==> config.mk <==
export PLATFORM = sky130hd
export DESIGN_NAME = stopwatch_lap_core
export DESIGN_NICKNAME = d
export VERILOG_FILES = /design/src/rtl/stopwatch_lap_core.sv
export SDC_FILE = /design/constraint.sdc
export NUM_CORES = 1
export LEC_CHECK = 0
export BUFFER_PORTS_ARGS = -buffer_cell sky130_fd_sc_hd__buf_2
export CORE_ASPECT_RATIO = 0.7
export CORE_UTILIZATION = 35
export DETAILED_ROUTE_END_ITERATION = 8
export PLACE_DENSITY = 0.61
export SYNTH_ARGS = -nofsm -noshare
export SYNTH_HDL_FRONTEND = slang
export SYNTH_SLANG_ARGS = --single-unit
==> constraint.sdc <==
create_clock -name clk100MHz -period 2.25 [get_ports clk100MHz]
set_input_delay 0.3375 -clock clk100MHz [delete_from_list [all_inputs] [get_ports clk100MHz]]
set_output_delay 0.3375 -clock clk100MHz [all_outputs]
set_load 0.03 [all_outputs]
==> src/rtl/stopwatch_lap_core.sv <==
// Stopwatch core: N-digit BCD time counter with start/stop/clear, a lap-freeze
// display and a registered digit-scan output for a multiplexed 7-segment driver.
// All timing comes from clock enables derived from clk100MHz; no derived clocks.
module stopwatch_lap_core #(
  parameter int CLK_HZ   = 100_000_000,
  parameter int TICK_HZ  = 100,
  parameter int SCAN_HZ  = 400,
  parameter int N_DIGITS = 4,
  parameter bit WRAP     = 1'b0
) (
  input  logic                  clk100MHz,
  input  logic                  rst_n,
  input  logic                  start,
  input  logic                  stop,
  input  logic                  lap,
  input  logic                  clear,
  output logic [4*N_DIGITS-1:0] bcd_out,
  output logic [3:0]            digit_bcd,
  output logic [N_DIGITS-1:0]   sseg_an,
  output logic                  running,
  output logic                  lap_hold,
  output logic                  ovf
);

  localparam int TICK_DIV = CLK_HZ / TICK_HZ;
  localparam int SCAN_DIV = CLK_HZ / SCAN_HZ;
  localparam int TICK_W   = (TICK_DIV > 1) ? $clog2(TICK_DIV) : 1;
  localparam int SCAN_W   = (SCAN_DIV > 1) ? $clog2(SCAN_DIV) : 1;
  localparam int IDX_W    = (N_DIGITS > 1) ? $clog2(N_DIGITS) : 1;
  localparam int CW       = 4 * N_DIGITS;

  localparam logic [TICK_W-1:0]   TICK_LAST = TICK_W'(TICK_DIV - 1);
  localparam logic [SCAN_W-1:0]   SCAN_LAST = SCAN_W'(SCAN_DIV - 1);
  localparam logic [IDX_W-1:0]    IDX_LAST  = IDX_W'(N_DIGITS - 1);
  localparam logic [N_DIGITS-1:0] AN_RESET  = ~N_DIGITS'(1);

  // Reject parameter sets the counters cannot represent.
  generate
    if (TICK_DIV < 1 || SCAN_DIV < 1) begin : g_bad_ratio
      $error("stopwatch_lap_core: CLK_HZ must be >= TICK_HZ and >= SCAN_HZ");
    end
    if (N_DIGITS < 1 || N_DIGITS > 8) begin : g_bad_digits
      $error("stopwatch_lap_core: N_DIGITS must be in 1..8");
    end
  endgenerate

  typedef enum logic [1:0] {
    ST_IDLE  = 2'd0,
    ST_RUN   = 2'd1,
    ST_PAUSE = 2'd2
  } state_t;

  // ---------------------------------------------------------------------------
  // Button edge detection
  // ---------------------------------------------------------------------------
  logic r_start_q;
  logic r_stop_q;
  logic r_lap_q;
  logic r_clear_q;
  logic w_start_evt;
  logic w_stop_evt;
  logic w_lap_evt;
  logic w_clear_evt;

  // One-cycle history of each request so only rising edges act.
  always_ff @(posedge clk100MHz or negedge rst_n) begin
    if (!rst_n) begin
      r_start_q <= 1'b0;
      r_stop_q  <= 1'b0;
      r_lap_q   <= 1'b0;
      r_clear_q <= 1'b0;
    end else begin
      r_start_q <= start;
      r_stop_q  <= stop;
      r_lap_q   <= lap;
      r_clear_q <= clear;
    end
  end

  assign w_start_evt = start & ~r_start_q;
  assign w_stop_evt  = stop  & ~r_stop_q;
  assign w_lap_evt   = lap   & ~r_lap_q;
  assign w_clear_evt = clear & ~r_clear_q;

  // ---------------------------------------------------------------------------
  // Time base and BCD increment network
  // ---------------------------------------------------------------------------
  state_t          r_state;
  logic [TICK_W-1:0] r_presc;
  logic [CW-1:0]   r_count;
  logic [CW-1:0]   r_lap;
  logic            r_lap_hold;
  logic            r_ovf;
  logic            r_running;

  logic            w_tick;
  logic [N_DIGITS:0] w_carry;
  logic [CW-1:0]   w_count_inc;
  logic            w_all9;
  logic            w_sat;

  assign w_tick = (r_state == ST_RUN) && (r_presc == TICK_LAST);

  // w_carry[i] means digits 0..i-1 are all 9, so digit i rolls on an increment.
  // When every digit is 9 the incremented value is all zeros, which is exactly
  // the wrap value, so the same network serves both overflow modes.
  assign w_carry[0] = 1'b1;

  generate
    for (genvar gi = 0; gi < N_DIGITS; gi++) begin : g_digit
      logic [3:0] w_d;
      assign w_d              = r_count[4*gi +: 4];
      assign w_carry[gi+1]    = w_carry[gi] & (w_d == 4'd9);
      assign w_count_inc[4*gi +: 4] = w_carry[gi] ? ((w_d == 4'd9) ? 4'd0 : w_d + 4'd1) : w_d;
    end
  endgenerate

  assign w_all9 = w_carry[N_DIGITS];
  // Saturating overflow: counter holds at all 9s and the FSM drops to PAUSE.
  assign w_sat  = w_tick & w_all9 & ~WRAP;

  // ---------------------------------------------------------------------------
  // Control FSM with counter, lap capture and registered status outputs
  // ---------------------------------------------------------------------------
  // IDLE/RUN/PAUSE sequencing; priority is clear > stop > start > lap, with
  // requests that have no meaning in the current state simply ignored.
  always_ff @(posedge clk100MHz or negedge rst_n) begin
    if (!rst_n) begin
      r_state    <= ST_IDLE;
      r_presc    <= '0;
      r_count    <= '0;
      r_lap      <= '0;
      r_lap_hold <= 1'b0;
      r_ovf      <= 1'b0;
      r_running  <= 1'b0;
    end else begin
      case (r_state)
        ST_IDLE: begin
          r_presc <= '0;
          if (w_clear_evt) begin
            r_state <= ST_IDLE;
          end else if (w_start_evt) begin
            r_state   <= ST_RUN;
            r_running <= 1'b1;
          end
        end

        ST_RUN: begin
          // Prescaler only advances while running.
          if (w_tick) begin
            r_presc <= '0;
          end else begin
            r_presc <= r_presc + 1'b1;
          end

          if (w_tick && (!w_all9 || WRAP)) begin
            r_count <= w_count_inc;
          end
          if (w_tick && w_all9) begin
            r_ovf <= 1'b1;
          end

          if (w_stop_evt || w_sat) begin
            r_state   <= ST_PAUSE;
            r_running <= 1'b0;
          end

          // Lap toggles the freeze; entering the freeze captures the count as
          // it stood before any tick landing in this same cycle.
          if (!w_stop_evt && w_lap_evt) begin
            r_lap_hold <= ~r_lap_hold;
            if (!r_lap_hold) begin
              r_lap <= r_count;
            end
          end
        end

        ST_PAUSE: begin
          if (w_clear_evt) begin
            r_state    <= ST_IDLE;
            r_count    <= '0;
            r_lap_hold <= 1'b0;
            r_ovf      <= 1'b0;
            r_presc    <= '0;
          end else if (w_stop_evt) begin
            // Already paused; a stop edge still outranks start and lap.
            r_state <= ST_PAUSE;
          end else if (w_start_evt) begin
            r_state   <= ST_RUN;
            r_running <= 1'b1;
          end else if (w_lap_evt) begin
            r_lap_hold <= 1'b0;
          end
        end

        default: begin
          r_state   <= ST_IDLE;
          r_running <= 1'b0;
        end
      endcase
    end
  end

  // ---------------------------------------------------------------------------
  // Display register
  // ---------------------------------------------------------------------------
  logic [CW-1:0] r_bcd_out;

  // Displayed value follows the lap snapshot while frozen, else the live count.
  always_ff @(posedge clk100MHz or negedge rst_n) begin
    if (!rst_n) begin
      r_bcd_out <= '0;
    end else begin
      r_bcd_out <= r_lap_hold ? r_lap : r_count;
    end
  end

  // ---------------------------------------------------------------------------
  // Digit scan
  // ---------------------------------------------------------------------------
  logic [SCAN_W-1:0]   r_scan_div;
  logic [IDX_W-1:0]    r_idx;
  logic [N_DIGITS-1:0] r_an;
  logic [3:0]          r_digit;
  logic                w_scan_step;
  logic [N_DIGITS-1:0] w_an_next;
  logic [3:0]          w_digit [N_DIGITS];

  assign w_scan_step = (r_scan_div == SCAN_LAST);

  generate
    for (genvar gi = 0; gi < N_DIGITS; gi++) begin : g_scan
      assign w_an_next[gi] = (r_idx != IDX_W'(gi));
      assign w_digit[gi]   = r_bcd_out[4*gi +: 4];
    end
  endgenerate

  // Free-running scan divider and digit index; runs in every FSM state.
  always_ff @(posedge clk100MHz or negedge rst_n) begin
    if (!rst_n) begin
      r_scan_div <= '0;
      r_idx      <= '0;
    end else if (w_scan_step) begin
      r_scan_div <= '0;
      r_idx      <= (r_idx == IDX_LAST) ? '0 : r_idx + 1'b1;
    end else begin
      r_scan_div <= r_scan_div + 1'b1;
    end
  end

  // Anode select and its digit are registered from the same index so they
  // always change on the same edge.
  always_ff @(posedge clk100MHz or negedge rst_n) begin
    if (!rst_n) begin
      r_an    <= AN_RESET;
      r_digit <= 4'd0;
    end else begin
      r_an    <= w_an_next;
      r_digit <= w_digit[r_idx];
    end
  end

  assign bcd_out   = r_bcd_out;
  assign digit_bcd = r_digit;
  assign sseg_an   = r_an;
  assign running   = r_running;
  assign lap_hold  = r_lap_hold;
  assign ovf       = r_ovf;

endmodule

==> results.yml <==
status:
  status: "complete, no violations"
cells_and_area:
  final_nets: 565
  seqCellArea_um2: 2630
  areaGrowthSynthToFinish_pct: 19.5
  n_antenna_cell: 0
  fin_cells: 735
  fillers: 1345
  fin_util_pct: 43.3
  drive_gt1_share_pct: 24.6
  stdcell_area_um2: 6100
  multi_input_area_um2: 2400
global_route:
  grt_max_degree: 47
  track_usage_pct: 16.2
  grt_pass1_vias: 3777
  grt_pass1_wl_um: 19100
  grt_overflow: 0
  antenna_found_initial: 0
critical_path:
  worst_ep_arrival_time_ps: 2500
  critPathSlowestCell: "or4_4"
  critPathKind: "flop to flop"
  crit_path_max_fanout: 5
  crit_top_cell: "or4_4"
  slowest_delay_ps: 560
  worstPathRequired_ps: 2520
  worstSetupStartpointType: "flop"
  crit_path_cell_trace: "or4_4, nor4_4, buf_4, a21oi_2, or4_4, o31ai_4"
  end_kind: "flop"
floorplan:
  core_area_um2: 14100
  rows: 36
  die_x_um: 146
  dieArea_um2: 15100
  initial_utilization_pct: 36.2
  die_height_um: 103
  io_pins: 33
synth:
  synth_warnings: 0
  synth_seq_area_share_pct: 51.5
  yosysMostFrequentCell: "dfrtp_1"
  synth-seq-cells: 105
  synth-edff-count: 0
  synth_area_um2: 5110
  synth_cell_type_count: 54
  synthCells: 475
  syn-num-nets: 500
  synth_common_cells: "102 x dfrtp_1, 40 x nor2_1, 36 x nand2_1, 34 x nand3_1, 29 x mux2_2"
  synthArstFlopShare_pct: 100
  synthFlopType: "dfrtp_1"
  synth_top_area_share_pct: 50.0
  yosysTopAreaCell: "dfrtp_1"
  synth_area_leaders: "dfrtp_1 50%, mux2_2 6.4%, ha_1 4.7%, nand3_1 3.3%, nor2_1 2.9%"
  avgSynthCellArea_um2: 10.8
sta:
  setup_ws_ps: 17.5
  period_share_pct: 99.2
  hold_viol: 0
  timing.fmax_mhz: 448
  tns_ps: 0
  skew_ps: 5.59
  finalCriticalPeriod_ps: 2230
  slew_viol_final: 0
  holdWs_ps: 106
  rsz0062_at_grt: "yes"
  setup_viol: 0
  timing.slew.headroom_pct: 44.6
  max_slew.worst_pin.slew_ps: 831
pwr:
  powerDensity_nw_per_um2: 1020
  leakagePower_nw: 2.71
  p_total_mw: 6.24
  ir_worst_vdd_uv: 357
routing:
  viasPerCell: 5.30
  routed_wl_um: 11200
  vias: 3896
  drtAntennaViolNets: 0
  wire_per_inst_um: 15.2
  drtIter0Drc: 254
  drt_pre_antenna_iters: 5
  drc: 0
clocking:
  root_buffer: "clkbuf_16"
  cts_max_level: 3
  insertion_delay_ps: 350
  cts_made_buffers: 9
  cts.clk_slew.worst_paths_ps: 70
  clock_path_buffers: 2
  cts_tree: "done"
  cts.sinks: 105
placement:
  dp_hpwl_um: 8120
  dpl_worst_slack_ps: 17.1
  place_area_um2: 5740
  dp.cells: 715
  port-buffer-count: 32
  gp_congestion: 0.853
job:
  drv_cap: 0
hold_path:
  hold_class: "input port to flop"
[cells in the final DEF, fill, tap and decap left out, drive strengths merged, types with 4 or more instances in the layout]
cell and count:
and3 5, nor4 16, buf 71, nor3 7, nor2 40, nand3 34
inv 23, or4 4, xnor2 15, nand3b 7, o211ai 5, nand2 36
o21ai 28, mux2 30, ha 19, clkbuf 10, and3b 4, mux4 4
a21oi 7, xor2 12, nand4 7, nand2b 8, dfrtp 102, o31ai 7
[area by class of cell]
class / instances / share of cell area (%)
sequential: 105 / 43.1
multi-input combinational: 333 / 39.3
timing repair buffer: 72 / 7.83
tap: 190 / 3.89
clock buffer: 10 / 3.75
inverter: 19 / 1.17
clock inverter: 6 / 0.963
[routing by layer]
layer	routed length, µm	track usage [%]	share of wire, %
met1	5740	23.4	51
met2	4800	24.2	43
met3	532	3.81	4.8
met4	114	4.89	1.0
met5	0	0	0
[worst max-delay path, delay by kind of cell (launching register included)]
family	cells	cell delay [ps]
AO/OA/AOI/OAI	2	240
buffers and inverters	1	180
flip-flops	1	380
AND/OR/NAND/NOR	3	1350
[final timing paths]
check | from | to | slack, ps | depth (start not counted)
setup / recovery | r_presc[15] | r_count[3] | 20 | 6
hold / removal | lap | r_lap_q | 110 | 1
setup reg to reg | r_presc[15] | r_count[3] | 20 | 6
hold reg to reg | r_scan_div[0] | r_scan_div[0] | 490 | 1
max in group asynchronous | rst_n | r_presc[6] | 1050 | 3
min in group asynchronous | rst_n | bcd_out[5] | 510 | 2
[power breakdown]
part	internal (mW)	leakage, nW	switching (mW)
registers	2.26	1.36	0.312
clock network	0.781	0.139	0.749
logic	0.867	1.21	1.27
[timing repair]
item                       4_1_cts  5_1_grt
pin swaps                        0        3
gates resized for setup          0        7
setup buffers                    1        2
setup endpoints to repair        1       11
hold endpoints to repair        34        0
hold buffers                     1        0
[kinds of logic (layout without fill, tap and decap cells)]
logic type | after synthesis | in the layout | synth area share, %
buf+inv | 37 | 107 | 2.72
compound gates | 69 | 69 | 8.69
xor+xnor | 27 | 27 | 4.63
flops | 105 | 105 | 51.5
mux | 35 | 35 | 8.57
simple gates | 183 | 183 | 19.2
fa+ha+maj | 19 | 19 | 4.65
[registers in the layout, indices dropped and copies added (netlist names), 2 cells and up]
name / count
digit_bcd: 4
r_scan_div: 18
bcd_out: 16
sseg_an: 4
r_presc: 20
r_idx: 2
r_state: 2
r_lap: 16
r_count: 16
Note: power is estimated with default switching activity, not from simulation.
